`src/rtl/coco_mem_bridge.sv`:
```
`default_nettype none
// +--------------------------------------------------------------------------+
// | coco_mem_bridge: datapath memory port to ack-based word bus bridge with   |
// | byte enables, store lane replication, alignment check and bus timeout.    |
// | Rev 1.0                                                                   |
// +--------------------------------------------------------------------------+
module coco_mem_bridge #(
  parameter int TIMEOUT = 255,
  parameter int CNT_W   = 8
) (
  input  logic        Clk,
  input  logic        Reset,
  input  logic        MemReq,
  input  logic        MemWe,
  input  logic [1:0]  MemSize,
  input  logic [31:0] Adr,
  input  logic [31:0] WData,
  output logic [31:0] RData,
  output logic        MemReady,
  output logic        MemErr,
  output logic        AlignErr,
  output logic        BusReq,
  output logic        BusWe,
  output logic [29:0] BusAddr,
  output logic [3:0]  BusBE,
  output logic [31:0] BusWData,
  input  logic [31:0] BusRData,
  input  logic        BusAck
);

  typedef enum logic [1:0] {
    S_IDLE = 2'd0,
    S_REQ  = 2'd1,
    S_DONE = 2'd2,
    S_ERR  = 2'd3
  } state_t;

  localparam logic [CNT_W-1:0] C_CNT_LAST = CNT_W'(TIMEOUT - 1);

  state_t            state_q, state_d;
  logic [CNT_W-1:0]  cnt_q, cnt_d;
  logic [31:0]       rdata_q, rdata_d;
  logic              req_q, req_d;
  logic              we_q, we_d;
  logic [29:0]       addr_q, addr_d;
  logic [3:0]        be_q, be_d;
  logic [31:0]       wd_q, wd_d;
  logic              ready_q, ready_d;
  logic              err_q, err_d;
  logic              align_q, align_d;

  logic              w_misaligned;
  logic [3:0]        w_be;
  logic [31:0]       w_wdata;

  // Reserved size 11 behaves as a word access.
  always_comb begin
    w_misaligned = ((MemSize == 2'b01) && Adr[0]) || (MemSize[1] && (Adr[1:0] != 2'b00));
    w_be         = 4'b1111;
    w_wdata      = WData;
    case (MemSize)
      2'b00: begin
        w_be    = 4'b1000 >> Adr[1:0];
        w_wdata = {4{WData[7:0]}};
      end
      2'b01: begin
        w_be    = Adr[1] ? 4'b0011 : 4'b1100;
        w_wdata = {2{WData[15:0]}};
      end
      default: begin
        w_be    = 4'b1111;
        w_wdata = WData;
      end
    endcase
    if (!MemWe) begin
      w_be = 4'b1111;
    end
  end

  always_comb begin
    state_d = state_q;
    cnt_d   = cnt_q;
    rdata_d = rdata_q;
    req_d   = req_q;
    we_d    = we_q;
    addr_d  = addr_q;
    be_d    = be_q;
    wd_d    = wd_q;
    ready_d = 1'b0;
    err_d   = 1'b0;
    align_d = 1'b0;
    case (state_q)
      S_IDLE: begin
        if (MemReq) begin
          if (w_misaligned) begin
            align_d = 1'b1;
          end else begin
            addr_d  = Adr[31:2];
            we_d    = MemWe;
            be_d    = w_be;
            wd_d    = w_wdata;
            cnt_d   = '0;
            req_d   = 1'b1;
            state_d = S_REQ;
          end
        end
      end
      S_REQ: begin
        // An ack in the final wait cycle still completes the transaction.
        if (BusAck) begin
          if (!we_q) begin
            rdata_d = BusRData;
          end
          req_d   = 1'b0;
          ready_d = 1'b1;
          state_d = S_DONE;
        end else if (cnt_q == C_CNT_LAST) begin
          req_d   = 1'b0;
          err_d   = 1'b1;
          state_d = S_ERR;
        end else begin
          cnt_d = cnt_q + 1'b1;
        end
      end
      S_DONE:  state_d = S_IDLE;
      S_ERR:   state_d = S_IDLE;
      default: state_d = S_IDLE;
    endcase
  end

  always_ff @(posedge Clk or posedge Reset) begin
    if (Reset) begin
      state_q <= S_IDLE;
      cnt_q   <= '0;
      rdata_q <= '0;
      req_q   <= 1'b0;
      we_q    <= 1'b0;
      addr_q  <= '0;
      be_q    <= '0;
      wd_q    <= '0;
      ready_q <= 1'b0;
      err_q   <= 1'b0;
      align_q <= 1'b0;
    end else begin
      state_q <= state_d;
      cnt_q   <= cnt_d;
      rdata_q <= rdata_d;
      req_q   <= req_d;
      we_q    <= we_d;
      addr_q  <= addr_d;
      be_q    <= be_d;
      wd_q    <= wd_d;
      ready_q <= ready_d;
      err_q   <= err_d;
      align_q <= align_d;
    end
  end

  assign RData    = rdata_q;
  assign MemReady = ready_q;
  assign MemErr   = err_q;
  assign AlignErr = align_q;
  assign BusReq   = req_q;
  assign BusWe    = we_q;
  assign BusAddr  = addr_q;
  assign BusBE    = be_q;
  assign BusWData = wd_q;

endmodule
`default_nettype wire
```
`config.mk`:
```
export PLATFORM = sky130hd
export DESIGN_NAME = coco_mem_bridge
export DESIGN_NICKNAME = d
export VERILOG_FILES = /design/src/rtl/coco_mem_bridge.sv
export SDC_FILE = /design/constraint.sdc
export NUM_CORES = 1
export LEC_CHECK = 0
export BUFFER_PORTS_ARGS = -buffer_cell sky130_fd_sc_hd__buf_2
export CAP_MARGIN = 20
export CORE_ASPECT_RATIO = 1.25
export CORE_MARGIN = 5
export CORE_UTILIZATION = 35
export CTS_BUF_LIST = sky130_fd_sc_hd__clkbuf_4 sky130_fd_sc_hd__clkbuf_8
export DETAILED_ROUTE_END_ITERATION = 10
export HOLD_SLACK_MARGIN = 0.1
export PLACE_DENSITY = 0.67
export SYNTH_ARGS = -nofsm -noshare
export SYNTH_HDL_FRONTEND = slang
export SYNTH_SLANG_ARGS = --single-unit
```
`constraint.sdc`:
```
create_clock -name Clk -period 6.12 [get_ports Clk]
set_clock_uncertainty 0.05 [all_clocks]
set_input_delay 1.224 -clock Clk [delete_from_list [all_inputs] [get_ports Clk]]
set_output_delay 1.224 -clock Clk [all_outputs]
set_load 0.01 [all_outputs]
```
==> results.cfg, run 1 <==
[power_and_ir_drop]
leakagePower_nw = 3.22
power_mw = 2.67
powerDensity_nw_per_um2 = 420
vdd_ir_drop_max_v = 0.000155

[job]
drv_cap = 0

[logic_synthesis]
muxShareOfSynthArea_pct = 23.2
yosysSeqAreaShare_pct = 59.1
synth_top_family_by_area = multiplexers
yosys.area.top_type = dfrtp_1
synth_compound_area_share_pct = 6.67
syn_nets = 473
yosys.area_share.simple_pct = 7.74
syn_avg_cell_area_um2 = 13.0
syn_inst = 368
synth-async-reset-ratio_pct = 100
synth_top_area_share_pct = 59.1
synthFlopType = dfrtp_1
synth.area.top_cells = dfrtp_1, mux2_2, mux2i_1
synth_warnings = 0
synth_xor_area_share_pct = 0
syn_area_um2 = 4780
yosysUniqueCellTypes = 38
ys_ff_latch = 113
synth_edf_count = 0
synthAdderAreaFrac_pct = 0.523

[global_routing]
grt_pass1_wl_um = 19100
grt.total_usage_pct = 14.9
grt_max_degree = 86
grt_pass1_vias = 3827
antenna_found_initial = 0
grt-ovfl-total = 0

[worst_setup_path]
cp.required_ps = 6360
worstSetupPathType = primary input to register
cp_max_fo = 85
r2r-end = BusAddr[4]
critPathLaunch = MemSize[1]
crit_path_end_kind = register
r2r.worst_path.cells = 4
arrival_ps = 3580
r2r_start = state_q[1]
cp-endpoint = BusAddr[16]
rrSetupSlack_ps = 3480
cp-start-kind = primary input

[layout]
syn_to_final_growth_pct = 32.9
design_area_um2 = 6360
fill_cells = 1247
antenna_cells = 0
drive_gt1_share_pct = 53.5
nNetsFinal = 681

[clock_tree]
clock_latency_ps = 410
cts-resized-gates = 0
root_buffer = clkbuf_8
cts_hold_buf = 0
cts_tree = done
clock-sinks = 113
post_cts_buffers = 0
clk_pin_slew_ps = 60
cts_buffers = 17
h-tree-depth = 4
clk_path_buf_depth = 2

[sta]
fmax_mhz = 300
setup_tns_ps = 0
rsz0062_at_grt = false
drv_slew = 0
maxSlewHeadroom_pct = 35.4
setup_viol_count_final = 0
fin_crit_ps = 3340
period_share_pct = 54.5
worst_slew_pin_slew_ps = 969
hold_viol_final = 0

[floorplan]
die_w_um = 115
initial_core_util_pct = 35.8
die-area_um2 = 16100
pin_count = 206
die_y_um = 141
core_area_um2 = 13300
rows = 47

[detailed_routing]
ant_nets = 0
drt_wl_total_um = 12000
wl_per_cell_um = 15.8
drtIter0Drc = 103
drc_errors = 0
post_drt_via_cell_ratio = 4.68
first_pass_iters = 4
via_count = 3557

[place]
dpl_cell_area_um2 = 5940
io_buffer_count = 205
gp_congestion = 0.793
hpwl_um = 9170

[worst_hold_path]
hold_path_class = register to register
min_from = BusWData[11]

[status]
outcome = complete, no violations
==> sequential cells by signal, summed over array words and instances, names as in the netlist <==
register / cells
BusWData: 32
BusReq: 1
AlignErr: 1
cnt_q: 8
state_q: 2
BusWe: 1
RData: 32
MemReady: 1
MemErr: 1
BusAddr: 30
BusBE: 4
==> layout make-up <==
type	instances	area [um2]	area share (%)
sequential	113	2830	44.5
multi-input combinational	231	1830	28.8
timing repair buffer	208	1050	16.5
clock buffer	22	284	4.47
tap	171	214	3.37
clock inverter	10	134	2.11
inverter	5	21.3	0.335
==> cell families after synthesis <==
kind of cell    after synthesis
flops                       113
compound gates               58
simple gates                 73
buf+inv                      24
fa+ha+maj                     2
mux                          98
==> through the flow <==
stage                     utilization (%)  cells  setup slack, ps  hold slack, ps
after floorplan                         -    368             1860             418
after global placement               44.5    728             2390             406
after detailed placement             44.5    728             2340             419
after CTS                            47.6    760             2800             436
after global routing                 47.6    760             2620             463
final                                47.6    760             2780             428
==> cell usage after synthesis, types with 5 or more instances <==
cell type  count
clkbuf_1       7
mux2_4        10
o21ai_0       32
mux2_2        58
a21oi_1       16
nor2b_1        5
nand2_1       31
inv_1          5
mux2i_1       24
dfrtp_1      113
mux2_1         6
nor2_1        12
==> routing by layer <==
metal	track usage [%]	wire [um]
met5	0	0
met4	6.07	266
met3	5.96	1220
met2	23.6	5720
met1	18.1	4790
==> layout by cell type (no fill, tap or decap), types with 3 or more instances in the layout <==
cell type,n
mux2_2,58
nand2b_1,3
buf_2,205
mux2i_1,24
a21oi_1,16
a31oi_1,4
buf_4,3
nand2_1,31
clkinv_2,4
inv_1,4
and3_1,3
nor3_1,3
mux2_4,10
clkbuf_8,19
a221o_1,3
o21ai_0,32
mux2_1,6
nor2_1,12
bufinv_16,3
and2_1,3
nand3_1,3
dfrtp_1,113
nor2b_1,4
clkbuf_4,3
==> power by group <==
group	switching, mW	internal (mW)
Clock	0.295	0.436
Combinational	0.392	0.402
Sequential	0.135	1.01
Total	0.823	1.85
==> how the worst min path moves through the flow <==
| stage | to | slack (ps) | depth (start not counted) |
|---|---|---|---|
| after floorplan | cnt_q[5] | 420 | 1 |
| after global placement | BusWData[12] | 410 | 2 |
| after detailed placement | RData[22] | 420 | 1 |
| after CTS | RData[22] | 440 | 1 |
| after global routing | BusWData[24] | 460 | 2 |
| final | BusWData[11] | 430 | 2 |
==> worst max-delay path, stage by stage <==
cell      delay [ps]
buf_2            480
o21ai_0          330
nand3b_4         760
buf_4            350
mux2_2           360
Power figures use the tool's default switching activity.
==> run 2: changes to the inputs <==
Clock period 6.12 ns to 3.2 ns, I/O delays scaled along.
==> results.cfg, run 2 (synthesized netlist as in run 1, its figures left out) <==
[job]
drv_cap = 0

[layout]
layout_commonest_cell = buf_2
syn_to_final_growth_pct = 34.4
drive_gt1_share_pct = 53.7
nNetsFinal = 686
antenna_cells = 0
layout_common_cells = buf_2, dfrtp_1, mux2_2

[sta]
worst_slew_pin_slew_ps = 598
setup_tns_ps = 0
drv_slew = 0
hold_viol_final = 0
fin_crit_ps = 1990
fmax_mhz = 502
maxSlewHeadroom_pct = 60.1
period_share_pct = 62.2
whs_ps = 399
setup_viol_count_final = 0
rsz0062_at_grt = false

[power_and_ir_drop]
vdd_ir_drop_max_v = 0.000395
power_mw = 5.17
powerDensity_nw_per_um2 = 805
leakagePower_nw = 3.25

[status]
outcome = complete, no violations

[worst_setup_path]
arrival_ps = 2230
cp.required_ps = 3440
cp_max_fo = 32
cp-start-kind = register
rrSetupSlack_ps = 1210
crit_path_end_kind = register
worstSetupPathType = register to register

[floorplan]
core_area_um2 = 13300
pin_count = 206
die_y_um = 141
die_w_um = 115
die-area_um2 = 16100
initial_core_util_pct = 35.8
rows = 47

[clock_tree]
root_buffer = clkbuf_8
clock_latency_ps = 410
clock-sinks = 113
h-tree-depth = 4
cts_buffers = 17
clk_path_buf_depth = 2
clk_pin_slew_ps = 80
cts_tree = done
cts-resized-gates = 0

[place]
gp_congestion = 0.832
io_buffer_count = 205
hpwl_um = 9330

[detailed_routing]
post_drt_via_cell_ratio = 4.77
drc_errors = 0
wl_per_cell_um = 16.0
ant_nets = 0
first_pass_iters = 4
drt_wl_total_um = 12200
drtIter0Drc = 104
via_count = 3652

[global_routing]
grt_max_degree = 58
antenna_found_initial = 0
grt.total_usage_pct = 15.3
grt-ovfl-total = 0
grt_pass1_vias = 3935
grt_pass1_wl_um = 19600

[worst_hold_path]
hold_path_class = primary input to register
==> run 2: cell count changes in the layout (fill, tap and decap cells not counted), sizes merged <==
cell,delta
clkinv,+1
dlygate4sd3,+1
bufinv,+1
buf,+4
clkbuf,-3
clkinvlp,+1
==> run 2: timing repair <==
item                      CTS  global route
hold buffers                1             0
buffers inserted            0             0
hold endpoints to repair    7             0
==> run 2: final timing paths <==
kind                              from     endpoint  depth (start not counted)
min in group asynchronous        Reset    RData[21]                          3
max in group asynchronous        Reset   BusAddr[6]                          4
min reg2reg                BusWData[9]  BusWData[9]                          2
max                         state_q[0]    RData[10]                          5
max reg2reg                 state_q[0]    RData[10]                          5
min                            Adr[11]   BusAddr[9]                          2
==> run 2: critical path, stage by stage, from the launching register on <==
cell	delay (ps)
dfrtp_1	440
nor2b_2	290
and2_1	200
nor2b_2	140
buf_4	360
mux2_2	390
==> run 2: final cells by class <==
type                            count  area [um2]
Fill cell                        1204        6920
Timing Repair Buffer              213        1100
Clock inverter                     13         185
Multi-Input combinational cell    231        1830
Sequential cell                   113        2830
Tap cell                          171         214
Clock buffer                       19         249
Inverter                            5        22.5
==> run 2: metrics by stage <==
stage	setup slack (ps)	std cells	utilization, %	area [um2]
2_1_floorplan	1140	368	-	4790
3_3_place_gp	919	732	44.8	5980
3_5_place_dp	847	732	44.8	5980
4_1_cts	1200	765	48.1	6430
5_1_grt	1070	765	48.1	6430
6_report	1210	765	48.1	6430
==> run 2: power by group <==
part / total (mW) / internal, mW / switching [mW]
clock: 1.45 / 0.867 / 0.585
sequential: 2.19 / 1.93 / 0.268
combinational: 1.53 / 0.773 / 0.754
total: 5.17 / 3.57 / 1.61
==> run 2: routing by layer <==
layer / wire [um] / global-route usage [%] / up-vias
met5: 0 / 0 / -
met4: 233 / 5.75 / 0
met3: 1200 / 5.53 / 17
met2: 6020 / 25.7 / 163
met1: 4790 / 17.9 / 1752
li1: - / - / 1720
